File: src/rtl/toff_pkg.sv
// Shared definitions for the reversible-gate sequencer: op encodings, FSM states
// and the layout of a gate-program entry {op, c1, c2, tgt}.
package toff_pkg;

    localparam logic [1:0] OP_NOP  = 2'b00;
    localparam logic [1:0] OP_NOT  = 2'b01;
    localparam logic [1:0] OP_CNOT = 2'b10;
    localparam logic [1:0] OP_TOFF = 2'b11;

    typedef enum logic [1:0] {
        ST_IDLE = 2'd0,
        ST_RUN  = 2'd1,
        ST_DONE = 2'd2
    } state_t;

    // Entry fields sit in IDXW-wide slots, lsb = slot * IDXW; op occupies the top two bits.
    localparam int TGT_SLOT = 0;
    localparam int C2_SLOT  = 1;
    localparam int C1_SLOT  = 2;
    localparam int OP_SLOT  = 3;

    function automatic int gate_width(input int idxw);
        return 2 + 3 * idxw;
    endfunction

endpackage

File: src/rtl/toff_apply.sv
// Combinational reversible-gate cell: applies one program entry to the line vector.
// Entries whose indices collide or fall outside the register behave as NOP.
module toff_apply
    import toff_pkg::*;
#(
    parameter int WIDTH = 4,
    localparam int IDXW = $clog2(WIDTH),
    localparam int GW   = gate_width(IDXW)
) (
    input  logic [WIDTH-1:0] lines,
    input  logic [GW-1:0]    entry,
    output logic [WIDTH-1:0] lines_next
);

    logic [1:0]      op;
    logic [IDXW-1:0] c1;
    logic [IDXW-1:0] c2;
    logic [IDXW-1:0] tgt;
    logic            c1_val;
    logic            c2_val;
    logic            c1_ok;
    logic            c2_ok;
    logic            tgt_ok;
    logic            flip;

    assign op  = entry[OP_SLOT*IDXW +: 2];
    assign c1  = entry[C1_SLOT*IDXW +: IDXW];
    assign c2  = entry[C2_SLOT*IDXW +: IDXW];
    assign tgt = entry[TGT_SLOT*IDXW +: IDXW];

    always_comb begin
        c1_val     = 1'b0;
        c2_val     = 1'b0;
        flip       = 1'b0;
        lines_next = lines;
        tgt_ok     = (int'(tgt) < WIDTH);
        c1_ok      = (int'(c1) < WIDTH) && (c1 != tgt);
        c2_ok      = (int'(c2) < WIDTH) && (c2 != tgt);

        // Loop-based selects keep out-of-range indices from ever addressing the vector.
        for (int i = 0; i < WIDTH; i++) begin
            if (i == int'(c1)) c1_val = lines[i];
            if (i == int'(c2)) c2_val = lines[i];
        end

        case (op)
            OP_NOT:  flip = tgt_ok;
            OP_CNOT: flip = tgt_ok && c1_ok && c1_val;
            OP_TOFF: flip = tgt_ok && c1_ok && c2_ok && c1_val && c2_val;
            default: flip = 1'b0;
        endcase

        for (int i = 0; i < WIDTH; i++) begin
            if (i == int'(tgt)) lines_next[i] = lines[i] ^ flip;
        end
    end

endmodule

File: src/rtl/toff_seq_ctrl.sv
// Gate-program sequencer: runs a stored NOT/CNOT/Toffoli cascade forward or reversed, one gate per clock.
// Optional TOFF_REV_CHECK_EN: forward runs are replayed reversed and compared with din, flagged on err.
module toff_seq_ctrl
    import toff_pkg::*;
#(
    parameter int WIDTH = 4,
    parameter int DEPTH = 8,
    localparam int IDXW = $clog2(WIDTH),
    localparam int PCW  = $clog2(DEPTH),
    localparam int LENW = $clog2(DEPTH + 1),
    localparam int GW   = gate_width(IDXW)
) (
    input  logic             clk,
    input  logic             rst_n,
    input  logic             cfg_we,
    input  logic [PCW-1:0]   cfg_addr,
    input  logic [GW-1:0]    cfg_data,
    input  logic             len_we,
    input  logic [LENW-1:0]  len,
    input  logic             start,
    input  logic             dir,
    input  logic [WIDTH-1:0] din,
    output logic             busy,
    output logic             done,
`ifdef TOFF_REV_CHECK_EN
    output logic             err,
`endif
    output logic [WIDTH-1:0] dout
);

    logic [GW-1:0]    prog_mem [DEPTH];
    logic [GW-1:0]    prog_run [DEPTH];
    state_t           state;
    logic [PCW-1:0]   pc;
    logic [LENW-1:0]  cnt;
    logic [LENW-1:0]  len_reg;
    logic [LENW-1:0]  len_sat;
    logic             run_dir;
    logic             accept;
    logic [WIDTH-1:0] lines;
    logic [WIDTH-1:0] lines_next;
    logic [GW-1:0]    entry;

`ifdef TOFF_REV_CHECK_EN
    logic             check;
    logic             rev_phase;
    logic [LENW-1:0]  len_run;
    logic [WIDTH-1:0] din_save;
    logic [WIDTH-1:0] fwd_save;
`endif

    // The cycle carrying the done pulse still belongs to the finishing run.
    assign accept  = (state == ST_IDLE) && !done;
    assign len_sat = (int'(len) > DEPTH) ? LENW'(DEPTH) : len;
    assign entry   = prog_run[pc];
    assign dout    = lines;

    toff_apply #(.WIDTH(WIDTH)) u_apply (
        .lines      (lines),
        .entry      (entry),
        .lines_next (lines_next)
    );

    always_ff @(posedge clk) begin
        if (accept && cfg_we) prog_mem[cfg_addr] <= cfg_data;
    end

    // Snapshot at start so a same-cycle config write only affects later runs.
    always_ff @(posedge clk) begin
        if (accept && start) prog_run <= prog_mem;
    end

    always_ff @(posedge clk or negedge rst_n) begin
        if (!rst_n) begin
            state     <= ST_IDLE;
            busy      <= 1'b0;
            done      <= 1'b0;
            lines     <= '0;
            pc        <= '0;
            cnt       <= '0;
            len_reg   <= '0;
            run_dir   <= 1'b0;
`ifdef TOFF_REV_CHECK_EN
            err       <= 1'b0;
            check     <= 1'b0;
            rev_phase <= 1'b0;
            len_run   <= '0;
            din_save  <= '0;
            fwd_save  <= '0;
`endif
        end else begin
            done <= 1'b0;
            if (accept && len_we) len_reg <= len_sat;

            case (state)
                ST_IDLE: begin
                    if (accept && start) begin
                        lines   <= din;
                        run_dir <= dir;
                        cnt     <= len_reg;
                        pc      <= dir ? PCW'(len_reg - LENW'(1)) : '0;
`ifdef TOFF_REV_CHECK_EN
                        err       <= 1'b0;
                        check     <= !dir;
                        rev_phase <= 1'b0;
                        len_run   <= len_reg;
                        din_save  <= din;
`endif
                        if (len_reg == '0) begin
                            state <= ST_DONE;
                        end else begin
                            state <= ST_RUN;
                            busy  <= 1'b1;
                        end
                    end
                end

                ST_RUN: begin
                    lines <= lines_next;
                    cnt   <= cnt - LENW'(1);
                    if (cnt == LENW'(1)) begin
`ifdef TOFF_REV_CHECK_EN
                        // Reverse pass starts on the entry just executed, so pc holds.
                        if (check && !rev_phase) begin
                            fwd_save  <= lines_next;
                            rev_phase <= 1'b1;
                            run_dir   <= 1'b1;
                            cnt       <= len_run;
                        end else begin
                            state <= ST_DONE;
                            busy  <= 1'b0;
                        end
`else
                        state <= ST_DONE;
                        busy  <= 1'b0;
`endif
                    end else begin
                        pc <= run_dir ? pc - PCW'(1) : pc + PCW'(1);
                    end
                end

                ST_DONE: begin
                    done  <= 1'b1;
                    state <= ST_IDLE;
`ifdef TOFF_REV_CHECK_EN
                    if (rev_phase) begin
                        lines <= fwd_save;
                        err   <= (lines != din_save);
                    end
`endif
                end

                default: state <= ST_IDLE;
            endcase
        end
    end

endmodule

File: config.mk
export PLATFORM = sky130hd
export DESIGN_NAME = toff_seq_ctrl
export DESIGN_NICKNAME = d
export VERILOG_FILES = /design/src/rtl/toff_pkg.sv /design/src/rtl/toff_apply.sv /design/src/rtl/toff_seq_ctrl.sv
export SDC_FILE = /design/constraint.sdc
export NUM_CORES = 1
export LEC_CHECK = 0
export ABC_CLOCK_PERIOD_IN_PS = 5900
export BUFFER_PORTS_ARGS = -buffer_cell sky130_fd_sc_hd__buf_2
export CELL_PAD_IN_SITES_DETAIL_PLACEMENT = 0
export CELL_PAD_IN_SITES_GLOBAL_PLACEMENT = 1
export CORE_MARGIN = 2
export CORE_UTILIZATION = 35
export CTS_CLUSTER_DIAMETER = 30
export DETAILED_ROUTE_END_ITERATION = 6
export GPL_TIMING_DRIVEN = 0
export PLACE_DENSITY_LB_ADDON = 0.1
export SYNTH_ARGS = -nofsm -noshare
export SYNTH_HDL_FRONTEND = slang
export SYNTH_SLANG_ARGS = --single-unit
export TNS_END_PERCENT = 1
File: constraint.sdc
create_clock -name clk -period 5.9 [get_ports clk]
set_clock_uncertainty 0.1 [all_clocks]
set_input_delay 0.59 -clock clk [delete_from_list [all_inputs] [get_ports clk]]
set_output_delay 0.59 -clock clk [all_outputs]
set_load 0.005 [all_outputs]
## Word-level counts from Yosys, hierarchy flattened

Index checks and enable logic that the tools add are counted.

| operators by class | value |
|---|---|
| add/subtract/negate cells | 4 |
| order comparisons | 4 |
| eq/ne operators | 25 |
| muxes and demuxes | 38 |
| bitwise operators | 6 |
| reduce and logical (&&, ||, !) cells | 25 |

Operator list:

| kind | count |
|---|---|
| $bwmux W64 | 1 |
| $bmux W8 S3 | 1 |
| $demux W8 S3 | 1 |
| $mux W8 | 3 |
| $mux W1 | 16 |
| $pmux W4 S2 | 2 |
| $reduce_and A3 Y1 | 5 |
| $eq A2 B2 Y1 const A | 6 |
| $mux W3 | 4 |
| $mux W4 | 3 |
| $ne A2 B1 Y1 const B | 5 |
| $logic_and A1 B1 Y1 | 9 |
| $ge A4 B4 Y1 const B | 2 |
| $logic_not A2 Y1 | 4 |
| $not A3 Y4 | 2 |
| $eq A1 B2 Y1 const A | 3 |
| $eq A2 B2 Y1 const B | 3 |
| $mux W2 | 3 |
| $ne A2 B2 Y1 const B | 3 |
| $pmux W3 S2 | 1 |
| $reduce_and A2 Y1 | 3 |
| $sub A3 B1 Y3 const B | 2 |
| $eq A2 B1 Y1 const B | 2 |
| $eq A4 B1 Y1 const B | 1 |
| other kinds (13) | 17 |

| storage, ports and cells | value |
|---|---|
| flip-flop bits (word level) | 148 |
| input bits | 25 |
| output and inout bits | 6 |
| word-level logic and storage cells | 129 |

## Logic depth before layout (Yosys ltp)

| depth | value |
|---|---|
| word-level depth | 15 |
| mapped depth | 10 |
| gate-level depth less buffers | 8 |

## Modules after synthesis

From an unflattened synthesis, not the netlist that was laid out.

| unflattened totals | value |
|---|---|
| cell total of the unflattened synthesis | 315 |
| area total of the unflattened synthesis | 5761.8 µm² |

By module, submodules not included:

| module | instances | cells an instance | area an instance (µm²) | seq. area each (µm²) |
|---|---|---|---|---|
| toff_seq_ctrl | 1 | 277 | 5477.8 | 4344.2 |
| toff_apply | 1 | 38 | 284.0 | 0.0 |

## Worst setup path before layout

No wires, ideal clock.

| timing path | value |
|---|---|
| path kind | in2reg |
| start point | input port start |
| end point | register lines[0] (netlist: dout[0]) |
| library setup time | 122 ps |
| arrival | 3013 ps |
| data required time | 5678 ps |
| path slack | 2665 ps |
| cell stages on the path | 5 |
| buffers on the path | 0 |
| cells stage by stage | nand2_2 > clkinv_1 > a31oi_1 > o21ba_1 > o22a_1 |

| between the ends | value |
|---|---|
| cells in the longest elaborated chain, start to end | 3 |

RTL lines:

| what | line | text |
|---|---|---|
| start: declaration | toff_seq_ctrl.sv:20 | `input logic start,` |
| $logic_and A1 B1 Y1 | toff_seq_ctrl.sv:97 | `if (accept && start) begin` |
| $ne A2 B1 Y1 (no source line) | - |  |
| $reduce_and A3 Y1 (no source line) | - |  |
| end signal: assignment | toff_seq_ctrl.sv:98 | `lines <= din;` |
| end signal: assignment | toff_seq_ctrl.sv:119 | `lines <= lines_next;` |
| end: declaration | toff_seq_ctrl.sv:40 | `logic [WIDTH-1:0] lines;` |

No other way between the ends.
A chain may end at the register's enable or synchronous reset.

## Worst setup path after layout

| timing path | value |
|---|---|
| start point | register state[0] |
| end point | register prog_mem[30] (netlist bit) (enable) |

| between the ends | value |
|---|---|
| cells in the longest elaborated chain, start to end | 3 |

RTL lines:

| what | line | text |
|---|---|---|
| start: declaration | toff_seq_ctrl.sv:33 | `state_t state;` |
| start signal: assignment | toff_seq_ctrl.sv:75 | `state <= ST_IDLE;` |
| start signal: assignment | toff_seq_ctrl.sv:110 | `state <= ST_DONE;` |
| start signal: assignment | toff_seq_ctrl.sv:112 | `state <= ST_RUN;` |
| $logic_not A2 Y1 | toff_seq_ctrl.sv:53 | `assign accept = (state == ST_IDLE) && !done;` |
| $logic_and A1 B1 Y1 | toff_seq_ctrl.sv:53 |  |
| $logic_and A1 B1 Y1 | toff_seq_ctrl.sv:65 | `if (accept && cfg_we) prog_mem[cfg_addr] <= cfg_data;` |
| end signal: indexed assignment | toff_seq_ctrl.sv:65 |  |
| end: declaration | toff_seq_ctrl.sv:31 | `logic [GW-1:0] prog_mem [DEPTH];` |

No other way between the ends.

==> key figures <==
Cells and area
  – Final core occ: 42.60%
  – Final Instance Area: 6817 um2
  – # diodes: 0
  – Commonest non-fill, non-tap cell in the layout: edfxtp_1
  – Share of cells above drive strength 1: 22.94%
  – Largest regs: prog_mem: 64 flops, prog_run: 64 flops
  – Synth-to-layout area growth: 18.36%
  – Commonest non-fill, non-tap cells in the layout: edfxtp_1 (128), buf_2 (30), nand2_1 (21)
  – Nets@finish: 405
  – FILL cells: 1,473

Floorplanning
  – Starting Density: 35.99%
  – Cell Rows: 46
  – DIE HEIGHT: 132.3 um
  – Boundary pin count: 31
  – Die Width: 132.3 um
  – Die ar.: 17,500 um2
  – Core area: 16,000 um2

Clock tree
  – Postcts setup bufs: 0
  – Cts repair resizes: 0
  – CTS tree: done
  – Root buf cell: clkbuf_16
  – H-Tree Depth: 4
  – Clock-pin slew on the worst setup and hold paths: 70 ps
  – Worst skew pair latency: 420 ps
  – CTS Hold Bufs: 0
  – Longest Clk Path Bufs: 2
  – CTS Sinks: 148
  – CTS buffer count: 17

Min path
  – Worst min path class: input pin to asynchronous set/reset pin

Synthesis
  – Top cells by area, synth: edfxtp_1 (67%), dfrtp_1 (8.7%), mux4_1 (3.2%)
  – Most used DFF post-synth: edfxtp_1
  – Post-Syn Instances: 325
  – Synth area leader: edfxtp_1
  – Number of synthesized register bits: 148
  – Syn nets: 355
  – FFs w/ async S/R, synth: 13.51%
  – Area share of the largest cell type after synthesis: 66.74%
  – Post-synth EDFFs: 128
  – Synth warn: 0
  – Library cells used by synthesis: 50
  – Avg Cell Area, Syn: 17.72 um2
  – Register area share after synthesis: 75.43%
  – Syn Std Cell Area: 5759 um2

Timing
  – Final hold slack: 20.14 ps
  – Final Hold Viols: 0
  – Relative slew slack: 16.03%
  – Fin Setup TNS: 0 ps
  – Fin crit period: 2854 ps
  – Final setup fails: 0
  – RSZ-0062 raised after global routing: false
  – Fmax: 350.4 MHz
  – Worst slew pin tran: 1255 ps
  – Crit share post-route: 48.36%
  – Max Slew Vio Count: 0

Setup path
  – Crit-path max FO: 8
  – Cell Chain, Critical Path: nor3_1, nand3b_1, nor2_1
  – Worst path slowest cell: nor2_1
  – CP Data Arrival Time: 2780 ps
  – CP Launch Type: flip-flop
  – WP buf/inv: 0
  – Crit-path max cell delay: 1020 ps
  – Worst endpoint required time: 5830 ps
  – Crit-path leading delay family: simple AND/OR/NAND/NOR gates
  – CP Class: flip-flop to flip-flop
  – Critical Path Sink Type: flip-flop

Route
  – Final ANT Viol Nets: 0
  – Total Routed Length: 10,530 um
  – Number of detailed-route iterations in the first pass: 4
  – # DRC: 0
  – Via/cell ratio: 4.747
  – Iter 0 DRT Violations: 165
  – Routed vias: 2,867
  – Wire length per cell: 17.43 um

Global route
  – Tot GR Track Use: 13.03%
  – Vias in the first global route: 2,877
  – First-pass GRT wire length: 16,600 um
  – Initial antenna violation count: 0
  – Total gr overflow: 0
  – Largest net degree at the start of global routing: 48

Power and ir drop
  – Sequential share of power: 39.2%
  – Psw: 1125 uW
  – Pwr per Cell Area: 524.2 nW/um2
  – Internal power: 2448 uW
  – Switching Fraction: 31.49%
  – Total power: 3573 uW
  – Gate power share: 30.1%
  – Worst ir drop on vdd: 0.2469 mV
  – Clock network fraction of design power: 30.7%
  – Static Leakage: 0.002434 uW

Status
  – Outcome: finished, final reports clean

Placement
  – Hpwl dp: 6892 um
  – RePlAce Congestion: 0.7299
  – I/O Buffers: 30
  – Area after DPL: 6218 um2

Job
  – Max_cap viols: 0
[stage by stage]
| step | cells | setup WS (ps) |
|---|---|---|
| 6_report | 604 | 3046 |
| 5_1_grt | 604 | 2833 |
| 4_1_cts | 604 | 2887 |
| 3_5_place_dp | 572 | 2906 |
| 3_3_place_gp | 571 | 1578 |
| 2_1_floorplan | 325 | 2665 |
[routing by layer]
layer | track usage (%) | part of all wire, % | up-vias
met1 | 16.40 | 46 | 1435
met4 | 6.213 | 3.0 | 0
met3 | 4.268 | 3.9 | 14
met5 | 0 | 0 | -
li1 | - | - | 1369
met2 | 20.46 | 47 | 49
[worst register-to-register path, cell delays in order, from the launching register on]
cell and delay, ps:
dfrtp_1 410, nor3_1 640, nand3b_1 290, nor2_1 1020
[Yosys cell counts, types with 2 or more instances]
library cell    n
nand2_2         2
o211ai_1        2
nor2_1         16
edfxtp_1      128
o21ai_1         2
nor2b_1         2
mux4_2          4
dfrtp_1        20
a22oi_1         3
o21ai_0        15
mux2_2          2
nor3_1          6
nand3_1         4
a211oi_1        2
xor2_1          2
nand3b_1        2
o21ba_1         2
a31oi_1         5
mux4_1          7
buf_6           5
mux2i_1        15
xnor2_1         2
clkbuf_8        2
nand2_1        21
nand2b_1        6
a21oi_1         8
a22o_1          2
inv_1          11
a221oi_1        2
o22a_1          2
ha_1            4
[cell type report]
class,count,area (um2),share of cell area (%)
timing repair buffer,31,177.7,2.606
multi-input combinational,157,1264,18.54
sequential,148,4344,63.73
buffer,8,116.4,1.707
clock buffer,18,429.2,6.296
inverter,12,46.29,0.6791
tap,216,270.3,3.965
clock inverter,14,168.9,2.478
[cells by family after synthesis]
group | count (synthesis) | share of synthesized area, %
simple gates | 68 | 5.953
mux | 29 | 8.147
fa+ha+maj | 5 | 1.217
flops | 148 | 75.43
xor+xnor | 4 | 0.6084
compound gates | 51 | 5.844
buf+inv | 20 | 2.802
[final timing paths]
kind,from,to,slack (ps),cells past startpoint
min,rst_n,len_reg[2],20,1
min in group clk,prog_mem[12],prog_run[12],320,0
max in group asynchronous,rst_n,dout[0],5350,1
min reg2reg,prog_mem[12],prog_run[12],320,0
max reg2reg,state[0],prog_mem[30],3050,3
max,state[0],prog_mem[30],3050,3
[power by group through the flow]
stage / sequential (uW) / clock (uW) / combinational (uW)
after floorplan: 1410 / 0 / 815
final: 1400 / 1100 / 1080
after CTS: 1400 / 1120 / 1090
after global placement: 1430 / 0 / 1060
after global routing: 1420 / 1160 / 1200
after detailed placement: 1420 / 0 / 1090
No activity file was read; power rests on OpenSTA's default activity.
